$ cat src/rtl/ctrl_exposure_seq.sv
// Pixel exposure sequencer.
// After a start request it runs a clamped-length exposure window and then a
// fixed four-cycle two-row readout. Every output comes straight from a register.
module ctrl_exposure_seq #(
   parameter int TICKS_PER_UNIT = 1,
   parameter int EX_MIN         = 2,
   parameter int EX_MAX         = 30
) (
   input  logic       Clk,
   input  logic       Reset,
   input  logic       Init,
   input  logic [4:0] EX_time,
   output logic       Erase,
   output logic       Expose,
   output logic       NRE_1,
   output logic       NRE_2,
   output logic       ADC,
   output logic       Busy,
   output logic       Done
);

   typedef enum logic [1:0] {IDLE, EXPOSE, READOUT} state_t;

   // Field order matches the output port order.
   typedef struct packed {
      logic erase;
      logic expose;
      logic nre_1;
      logic nre_2;
      logic adc;
      logic busy;
      logic done;
   } seq_out_t;

   localparam seq_out_t OUT_IDLE = '{1'b1, 1'b0, 1'b1, 1'b1, 1'b0, 1'b0, 1'b0};
   localparam seq_out_t OUT_EXP  = '{1'b0, 1'b1, 1'b1, 1'b1, 1'b0, 1'b1, 1'b0};
   localparam seq_out_t OUT_R0   = '{1'b0, 1'b0, 1'b0, 1'b1, 1'b0, 1'b1, 1'b0};
   localparam seq_out_t OUT_R1   = '{1'b0, 1'b0, 1'b0, 1'b1, 1'b1, 1'b1, 1'b0};
   localparam seq_out_t OUT_R2   = '{1'b0, 1'b0, 1'b1, 1'b0, 1'b0, 1'b1, 1'b0};
   localparam seq_out_t OUT_R3   = '{1'b0, 1'b0, 1'b1, 1'b0, 1'b1, 1'b1, 1'b1};

   localparam logic [15:0] PRESC_RELOAD = 16'(TICKS_PER_UNIT - 1);
   localparam logic [4:0]  MIN_U        = 5'(EX_MIN);
   localparam logic [4:0]  MAX_U        = 5'(EX_MAX);

   state_t      state;
   seq_out_t    outs;
   logic [15:0] presc;   // clocks left in the current unit, minus one
   logic [4:0]  units;   // loaded with N at start, then counts down the remaining units
   logic [1:0]  phase;   // readout step R0..R3

   function automatic logic [4:0] clamp_ex(input logic [4:0] t);
      if (t < MIN_U)      return MIN_U;
      else if (t > MAX_U) return MAX_U;
      else                return t;
   endfunction

   // Sequencer FSM. Outputs are registered together with the state transition.
   always_ff @(posedge Clk or negedge Reset) begin
      if (!Reset) begin
         state <= IDLE;
         outs  <= OUT_IDLE;
         presc <= '0;
         units <= '0;
         phase <= '0;
      end else begin
         case (state)
            IDLE: begin
               // EX_time is sampled only here, so later changes cannot disturb a running sequence.
               if (Init) begin
                  state <= EXPOSE;
                  outs  <= OUT_EXP;
                  units <= clamp_ex(EX_time);
                  presc <= PRESC_RELOAD;
               end
            end
            EXPOSE: begin
               if (presc != '0) begin
                  presc <= presc - 16'd1;
               end else if (units != 5'd1) begin
                  units <= units - 5'd1;
                  presc <= PRESC_RELOAD;
               end else begin
                  units <= '0;
                  state <= READOUT;
                  phase <= 2'd0;
                  outs  <= OUT_R0;
               end
            end
            READOUT: begin
               phase <= phase + 2'd1;
               case (phase)
                  2'd0: outs <= OUT_R1;
                  2'd1: outs <= OUT_R2;
                  2'd2: outs <= OUT_R3;
                  default: begin
                     // Init seen on this edge is dropped. The restart needs one IDLE cycle first.
                     state <= IDLE;
                     outs  <= OUT_IDLE;
                  end
               endcase
            end
            default: begin
               state <= IDLE;
               outs  <= OUT_IDLE;
            end
         endcase
      end
   end

   assign Erase  = outs.erase;
   assign Expose = outs.expose;
   assign NRE_1  = outs.nre_1;
   assign NRE_2  = outs.nre_2;
   assign ADC    = outs.adc;
   assign Busy   = outs.busy;
   assign Done   = outs.done;

endmodule

$ cat config.mk
export PLATFORM = sky130hd
export DESIGN_NAME = ctrl_exposure_seq
export DESIGN_NICKNAME = d
export VERILOG_FILES = /design/src/rtl/ctrl_exposure_seq.sv
export SDC_FILE = /design/constraint.sdc
export NUM_CORES = 1
export LEC_CHECK = 0
export CORE_MARGIN = 3
export CORE_UTILIZATION = 30
export DETAILED_ROUTE_END_ITERATION = 8
export SYNTH_ARGS = -nofsm -noshare
export SYNTH_HDL_FRONTEND = slang
export SYNTH_SLANG_ARGS = --single-unit
$ cat constraint.sdc
create_clock -name Clk -period 6.2 [get_ports Clk]
set_input_delay 1.86 -clock Clk [delete_from_list [all_inputs] [get_ports Clk]]
set_output_delay 1.86 -clock Clk [all_outputs]
set_load 0.01 [all_outputs]
==> results.sh, run 1 <==
export IMPL_status="finished, final reports clean"
export IMPL_clock_sinks=32
export IMPL_p_int_uw=445
export IMPL_fmax_ghz=0.305
export IMPL_boundaryPins=15
export IMPL_postSynthAreaPerCell_um2=9.47
export IMPL_die_height_um=82.2
export IMPL_synthDistinctLibCells=49
export IMPL_tightest_slew_ns=0.856
export IMPL_synth_seq_cells=32
export IMPL_wl_per_cell_um=13.5
export IMPL_seq_area_frac_synth_pct=46.2
export IMPL_synth_top_area_share_pct=41.7
export IMPL_worstSetupPathType="in2reg"
export IMPL_swShare_pct=34.2
export IMPL_cts_htree_levels=2
export IMPL_grt_first_pass_wirelength_um=6460
export IMPL_routed_wl_um=3710
export IMPL_track_usage_pct=12.3
export IMPL_maxCapViolCount=0
export IMPL_async_flop_share_pct=100
export IMPL_area_delta_synth_final_pct=17.7
export IMPL_antenna_cells=0
export IMPL_maxSlewHeadroom_pct=42.1
export IMPL_final_common_cell="dfrtp_1"
export IMPL_power_frac_seq_pct=48.6
export IMPL_cts_clk_slew_worst_paths_ns=0.07
export IMPL_drive_gt1_share_pct=11.4
export IMPL_final_cell_mix="dfrtp_1, o21ai_0, clkdlybuf4s50_1, nor2_1, a21oi_1"
export IMPL_synth_area_leaders="dfrtp_1, o21ai_0, dfstp_2, ha_1, a21oi_1"
export IMPL_synth_top_area_cell="dfrtp_1"
export IMPL_die_x_um=82.2
export IMPL_synth_top_flop_cell="dfrtp_1"
export IMPL_dpl_hpwl_um=2570
export IMPL_fill_cells=573
export IMPL_finalHoldViolations=0
export IMPL_cts_made_buffers=5
export IMPL_vias=1438
export IMPL_initial_core_util_pct=31.2
export IMPL_clock_latency_ns=0.28
export IMPL_grt_start_max_net_pins=33
export IMPL_drc=0
export IMPL_p_leak_nw=0.854
export IMPL_clockBufferDepth=2
export IMPL_viasPerCell=5.25
export IMPL_rsz0062_at_grt="no"
export IMPL_netlist_instances=184
export IMPL_clkPwrFrac_pct=24.4
export IMPL_fin_skew_ns=0.00956
export IMPL_cts_hold_buf=0
export IMPL_slew_violations=0
export IMPL_hold_ws_ns=0.486
export IMPL_worst_setup_path_end_kind="register"
export IMPL_dieArea_um2=6760
export IMPL_synth_edff_count=0
export IMPL_core_um2=5570
export IMPL_tritoncts="built"
export IMPL_drtIter0Drc=66
export IMPL_grt_pass1_vias=1343
export IMPL_comb_power_share_pct=27.0
export IMPL_yosysWarnings=0
export IMPL_cp_max_fo=10
export IMPL_setup_tns_final_ns=0
export IMPL_worst_ep_required_time_ns=6.38
export IMPL_syn_nets=198
export IMPL_postCtsSetupBuffers=0
export IMPL_power_net_switching_uw=232
export IMPL_finalSetupViolCount=0
export IMPL_drt_first_pass_iters=4
export IMPL_antenna_found_initial=0
export IMPL_portBuffers=14
export IMPL_cts_repair_resized=0
export IMPL_power_density_nw_per_um2=330
export IMPL_clock_root_buffer="clkbuf_8"
export IMPL_place_congestion=0.793
export IMPL_netlist_area_um2=1740
export IMPL_holdCritPathClass="reg2reg"
export IMPL_min_period_ns=3.28
export IMPL_grt_overflow=0
export IMPL_rows=27
export IMPL_nets=215
export IMPL_worstPathArrival_ns=3.46
export IMPL_vdd_drop_max_uv=190
export IMPL_critPathLaunchType="input port"
export IMPL_fin_crit_sh_pct=52.9
export IMPL_ant_nets=0
## flip-flops by register name, summed over array words and instances, names as in the netlist
signal and cells:
Expose 1, NRE_1 1, phase 2, NRE_2 1, Busy 1, Erase 1, presc 16, units 5
Done 1, ADC 1, state 2
## per-layer routing
metal  vias up  GRT usage (%)  part of all wire, %
li1        723              -                    -
met1       669           18.8                   53
met2        40           16.7                   41
met3         6           3.80                  5.5
met4         0           3.16                  1.1
met5         -              0                    0
## cells in the mapped netlist (all sizes together) (3+ instances only)
cell     n
nand3    9
dfstp    3
nand2   11
o21a     4
ha       6
a211oi   3
nor2    14
inv     10
o21ai   20
nand2b   3
nor4     5
nor3     7
clkbuf   3
nor2b    4
a211o    3
dfrtp   29
or4      4
a31oi    5
a21oi   14
## cells by family after synthesis
family	share of synthesized area (%)
flip-flops	46.2
multiplexers	1.22
buffers and inverters	3.38
AND/OR/NAND/NOR	21.7
AO/OA/AOI/OAI	23.2
adder cells (fa/ha/maj)	4.31
## worst max-delay path, cell delays in order
cell and delay [ns]:
clkdlybuf4s50_1 0.40, nor2b_1 0.14, nor2b_1 0.18, a31oi_1 0.58, a211oi_1 0.11, a21o_1 0.19
## power groups by stage
stage               clock, mW  combinational [mW]  sequential, mW
floorplan                   0               0.135           0.321
global placement            0               0.179           0.331
detailed placement          0               0.182           0.331
CTS                     0.169               0.183           0.328
global route            0.178               0.210           0.341
finish                  0.165               0.182           0.329
## per-stage QoR
stage | total power, mW | setup slack [ns] | std cells | instance area [um^2] | utilization [%]
after CTS | 0.680 | 2.92 | 274 | 2050 | 36.8
after detailed placement | 0.513 | 2.62 | 266 | 1960 | 35.1
after global placement | 0.510 | 2.66 | 266 | 1960 | 35.1
after global routing | 0.729 | 2.74 | 274 | 2050 | 36.8
final | 0.677 | 2.92 | 274 | 2050 | 36.8
after floorplan | 0.456 | 3.27 | 184 | 1740 | -
## cell type report
| type | count | area [um^2] | share of cell area (%) |
|---|---|---|---|
| Tap cell | 72 | 90.1 | 4.39 |
| Clock buffer | 6 | 82.6 | 4.03 |
| Sequential cell | 32 | 805 | 39.2 |
| Inverter | 10 | 37.5 | 1.83 |
| Multi-Input combinational cell | 137 | 878 | 42.8 |
| Timing Repair Buffer | 15 | 148 | 7.20 |
| Clock inverter | 2 | 10.0 | 0.488 |
## worst paths after layout
path,startpoint,endpoint,slack (ns),cells after the start
max,Init,units[1],2.92,6
max in group asynchronous,Reset,Erase,3.89,2
min,Erase,Erase,0.49,2
max reg2reg,presc[0],presc[4],3.60,8
min in group asynchronous,Reset,presc[14],1.98,2
min reg2reg,Erase,Erase,0.49,2
Note: power is estimated with default switching activity, not from simulation.
==> inputs of run 2 (changes only) <==
==> constraint.sdc (replaced) <==
create_clock -name Clk -period 3.1 [get_ports Clk]
set_input_delay 0.93 -clock Clk [delete_from_list [all_inputs] [get_ports Clk]]
set_output_delay 0.93 -clock Clk [all_outputs]
set_load 0.01 [all_outputs]
==> results.sh, run 2 (same netlist as run 1, synthesis figures left out) <==
export IMPL_grt_start_max_net_pins=33
export IMPL_fin_crit_sh_pct=83.6
export IMPL_antenna_found_initial=0
export IMPL_status="finished, final reports clean"
export IMPL_dpl_hpwl_um=2720
export IMPL_finalHoldViolations=0
export IMPL_worstPathArrival_ns=2.79
export IMPL_cts_made_buffers=5
export IMPL_cts_hold_buf=0
export IMPL_power_density_nw_per_um2=696
export IMPL_area_delta_synth_final_pct=21.4
export IMPL_fin_skew_ns=0.00643
export IMPL_fmax_ghz=0.386
export IMPL_drc=0
export IMPL_clock_sinks=32
export IMPL_worst_setup_path_end_kind="register"
export IMPL_wl_per_cell_um=14.0
export IMPL_cts_repair_resized=0
export IMPL_setup_tns_final_ns=0
export IMPL_dieArea_um2=6760
export IMPL_finalSetupViolCount=0
export IMPL_vias=1497
export IMPL_reg_largest_list="presc x16, units x5"
export IMPL_p_leak_nw=0.888
export IMPL_rsz0062_at_grt="no"
export IMPL_clock_root_buffer="clkbuf_8"
export IMPL_place_congestion=0.769
export IMPL_postCtsSetupBuffers=0
export IMPL_drtIter0Drc=58
export IMPL_maxCapViolCount=0
export IMPL_largest_reg_flops=16
export IMPL_core_um2=5570
export IMPL_nets=219
export IMPL_holdCritPathClass="reg2reg"
export IMPL_ant_nets=0
export IMPL_fill_cells=577
export IMPL_viasPerCell=5.38
export IMPL_maxSlewHeadroom_pct=46.5
export IMPL_die_height_um=82.2
export IMPL_routed_wl_um=3890
export IMPL_critPathLaunchType="register"
export IMPL_final_common_cell="dfrtp_1"
export IMPL_largest_register="presc"
export IMPL_portBuffers=14
export IMPL_min_period_ns=2.59
export IMPL_clock_latency_ns=0.28
export IMPL_slew_violations=0
export IMPL_grt_pass1_vias=1369
export IMPL_worstSetupPathType="reg2reg"
export IMPL_grt_first_pass_wirelength_um=6690
export IMPL_cp_max_fo=16
export IMPL_tightest_slew_ns=0.802
export IMPL_cts_clk_slew_worst_paths_ns=0.07
export IMPL_boundaryPins=15
export IMPL_vdd_drop_max_uv=294
export IMPL_grt_overflow=0
export IMPL_clockBufferDepth=2
export IMPL_track_usage_pct=12.8
export IMPL_final_cell_mix="dfrtp_1, o21ai_0, clkdlybuf4s50_1, nor2_1, a21oi_1"
export IMPL_tritoncts="built"
export IMPL_worst_ep_required_time_ns=3.30
export IMPL_initial_core_util_pct=31.2
export IMPL_drt_first_pass_iters=5
export IMPL_die_x_um=82.2
export IMPL_cts_htree_levels=2
export IMPL_utilization_pct=37.9
export IMPL_antenna_cells=0
export IMPL_drive_gt1_share_pct=13.1
export IMPL_rows=27
[run 2: cell count changes in the layout (fill, tap and decap cells not counted)]
cell	delta
clkinv_2	-2
bufinv_16	+1
buf_4	+4
clkbuf_8	+1
[run 2: worst max-delay path, cell delays in order, from the launching register on]
cell	delay, ns
dfrtp_1	0.40
inv_1	0.10
ha_1	0.19
or3b_2	0.52
nor2_2	0.32
a21oi_2	0.29
nor3_4	0.37
inv_2	0.15
a31oi_1	0.19
[run 2: through the flow]
stage / hold WS (ns) / worst slack [ns] / power (mW) / cells / cell area [um^2]
detailed placement: 0.488 / 0.437 / 1.04 / 270 / 1990
floorplan: 0.473 / 0.927 / 0.913 / 184 / 1740
global route: 0.515 / 0.305 / 1.58 / 278 / 2110
global placement: 0.479 / 0.521 / 1.03 / 270 / 1990
finish: 0.500 / 0.508 / 1.47 / 278 / 2110
CTS: 0.508 / 0.507 / 1.49 / 278 / 2110
[run 2: metal layers]
metal | track usage [%] | vias up | share of wire [%]
li1 | - | 728 | -
met1 | 17.8 | 730 | 51
met2 | 19.8 | 33 | 43
met3 | 3.25 | 6 | 4.6
met4 | 3.49 | 0 | 1.2
met5 | 0 | - | 0
[run 2: layout make-up]
cell class                 count  area, um^2  share of cell area (%)
clock buffer                   7        96.3                    4.56
clock inverter                 1        30.0                    1.42
inverter                      10        37.5                    1.78
multi-input combinational    137         878                    41.5
sequential                    32         805                    38.0
tap                           72        90.1                    4.26
timing repair buffer          19         178                    8.40
[run 2: final timing paths]
kind                       startpoint        end  slack, ns  cells after the start
setup / recovery             presc[0]   presc[4]       0.51                      8
hold / removal                  Erase      Erase       0.50                      2
setup reg to reg             presc[0]   presc[4]       0.51                      8
hold reg to reg                 Erase      Erase       0.50                      2
max in group asynchronous       Reset      NRE_2       1.71                      2
min in group asynchronous       Reset  presc[11]       1.06                      2
[run 2: where the power goes]
part / total, mW / switching [mW] / internal [mW]
Sequential: 0.660 / 0.128 / 0.532
Combinational: 0.375 / 0.184 / 0.191
Clock: 0.436 / 0.153 / 0.284
==> inputs of run 3 (changes only) <==
==> constraint.sdc (replaced) <==
create_clock -name Clk -period 2.6 [get_ports Clk]
set_input_delay 0.78 -clock Clk [delete_from_list [all_inputs] [get_ports Clk]]
set_output_delay 0.78 -clock Clk [all_outputs]
set_load 0.01 [all_outputs]
==> results.sh, run 3 (same netlist as run 1, synthesis figures left out) <==
export IMPL_grtUsageMet1_pct=16.7
export IMPL_min_delay_path_depth=2
export IMPL_worstSetupPathType="reg2reg"
export IMPL_drt_first_pass_iters=4
export IMPL_p_leak_nw=0.912
export IMPL_die_height_um=82.2
export IMPL_antenna_cells=0
export IMPL_worst_setup_path_end_kind="register"
export IMPL_initial_core_util_pct=31.2
export IMPL_cts_repair_resized=0
export IMPL_setup_tns_final_ns=0
export IMPL_finalSetupViolCount=0
export IMPL_timing_rr_start="presc[10]"
export IMPL_die_x_um=82.2
export IMPL_crit_path_top_delay_cell="or4_4"
export IMPL_postCtsSetupBuffers=0
export IMPL_drc=0
export IMPL_tightest_slew_ns=0.707
export IMPL_nets=226
export IMPL_fill_cells=582
export IMPL_maxCapViolCount=0
export IMPL_slew_violations=0
export IMPL_cp_max_fo=8
export IMPL_maxSlewHeadroom_pct=52.8
export IMPL_rows=27
export IMPL_place_congestion=0.807
export IMPL_ant_nets=0
export IMPL_rrSetupSlack_ns=0.30
export IMPL_grt_start_max_net_pins=33
export IMPL_top_usage_layer="met2"
export IMPL_cts_clk_slew_worst_paths_ns=0.07
export IMPL_track_usage_pct=13.0
export IMPL_grt_first_pass_wirelength_um=6680
export IMPL_finalHoldViolations=0
export IMPL_largest_reg_flops=16
export IMPL_grt_pass1_vias=1440
export IMPL_final_cell_mix="dfrtp_1, o21ai_0, clkdlybuf4s50_1, nor2_1, a21oi_1"
export IMPL_core_um2=5570
export IMPL_worstPathArrival_ns=2.50
export IMPL_min_from="Erase"
export IMPL_slowest_delay_ns=0.58
export IMPL_area_delta_synth_final_pct=23.8
export IMPL_routed_wl_um=4000
export IMPL_min_period_ns=2.30
export IMPL_fmax_ghz=0.435
export IMPL_clock_latency_ns=0.29
export IMPL_drive_gt1_share_pct=16.0
export IMPL_grt_met2_usage_pct=20.1
export IMPL_vias=1505
export IMPL_clock_root_buffer="clkbuf_8"
export IMPL_rsz0062_at_grt="no"
export IMPL_critPathLaunchType="register"
export IMPL_vdd_drop_max_uv=300
export IMPL_r2r_end="presc[8]"
export IMPL_grt_use_met3_pct=4.12
export IMPL_clockBufferDepth=2
export IMPL_multi_input_area_um2=878
export IMPL_tritoncts="built"
export IMPL_fin_skew_ns=0.00506
export IMPL_boundaryPins=15
export IMPL_dieArea_um2=6760
export IMPL_crit_chain="or4_4 -> nor4b_4 -> a21oi_2 -> nor3_4 -> inv_2 -> a31oi_1"
export IMPL_power_density_nw_per_um2=809
export IMPL_cts_hold_buf=0
export IMPL_fin_crit_sh_pct=88.4
export IMPL_regArea_um2=805
export IMPL_clock_sinks=32
export IMPL_final_common_cell="dfrtp_1"
export IMPL_r2r_cells=6
export IMPL_portBuffers=14
export IMPL_dpl_hpwl_um=2870
export IMPL_final_area_um2=2160
export IMPL_viasPerCell=5.28
export IMPL_grt_overflow=0
export IMPL_cts_htree_levels=2
export IMPL_reg_largest_list="presc x16, units x5"
export IMPL_cts_made_buffers=5
export IMPL_wl_per_cell_um=14.0
export IMPL_status="finished, final reports clean"
export IMPL_antenna_found_initial=0
export IMPL_min_to="Erase"
export IMPL_holdCritPathClass="reg2reg"
export IMPL_worst_ep_required_time_ns=2.80
export IMPL_place_area_um2=2040
export IMPL_largest_register="presc"
export IMPL_drtIter0Drc=89
## run 3: changes by cell type in the layout (fill, tap and decap cells not counted)
cell        before  now
inv_6            0    1
clkinvlp_4       0    1
buf_4            5   12
clkbuf_8         7    5
## run 3: area by class of cell
cell class / count / share of cell area [%]
inverter: 10 / 1.74
multi-input combinational: 137 / 40.7
clock buffer: 5 / 3.19
timing repair buffer: 26 / 10.7
sequential: 32 / 37.3
tap: 72 / 4.18
clock inverter: 3 / 2.15
## run 3: per-layer routing
metal	wire, um	part of all wire, %
met1	1940	49
met2	1790	45
met3	187	4.7
met5	0	0
met4	80	2.0
## run 3: critical path: cells and delay by family (launching register included)
family,cells,cell delay [ns]
AO/OA/AOI/OAI,2,0.37
AND/OR/NAND/NOR,3,1.29
flip-flops,1,0.42
buffers and inverters,1,0.14
## run 3: report_power, final
| part | internal [mW] | switching (mW) |
|---|---|---|
| sequential | 0.634 | 0.159 |
| combinational | 0.233 | 0.225 |
| clock | 0.288 | 0.204 |
## run 3: how the worst max path moves through the flow
stage                         start        to  slack (ns)
after floorplan            presc[0]  units[0]        0.43
after global placement         Init  presc[3]        0.28
after detailed placement       Init  presc[8]        0.26
after CTS                 presc[10]  presc[8]        0.29
after global routing      presc[10]  presc[8]        0.18
final                     presc[10]  presc[8]        0.30
## run 3: per-stage QoR
stage / total power, mW / worst slack, ns / std cells / hold slack [ns] / util (%)
floorplan: 1.09 / 0.427 / 184 / 0.473 / -
detailed placement: 1.26 / 0.256 / 277 / 0.479 / 36.6
CTS: 1.76 / 0.291 / 285 / 0.496 / 38.7
global placement: 1.24 / 0.282 / 277 / 0.482 / 36.6
finish: 1.74 / 0.302 / 285 / 0.489 / 38.7
global route: 1.86 / 0.181 / 285 / 0.537 / 38.7
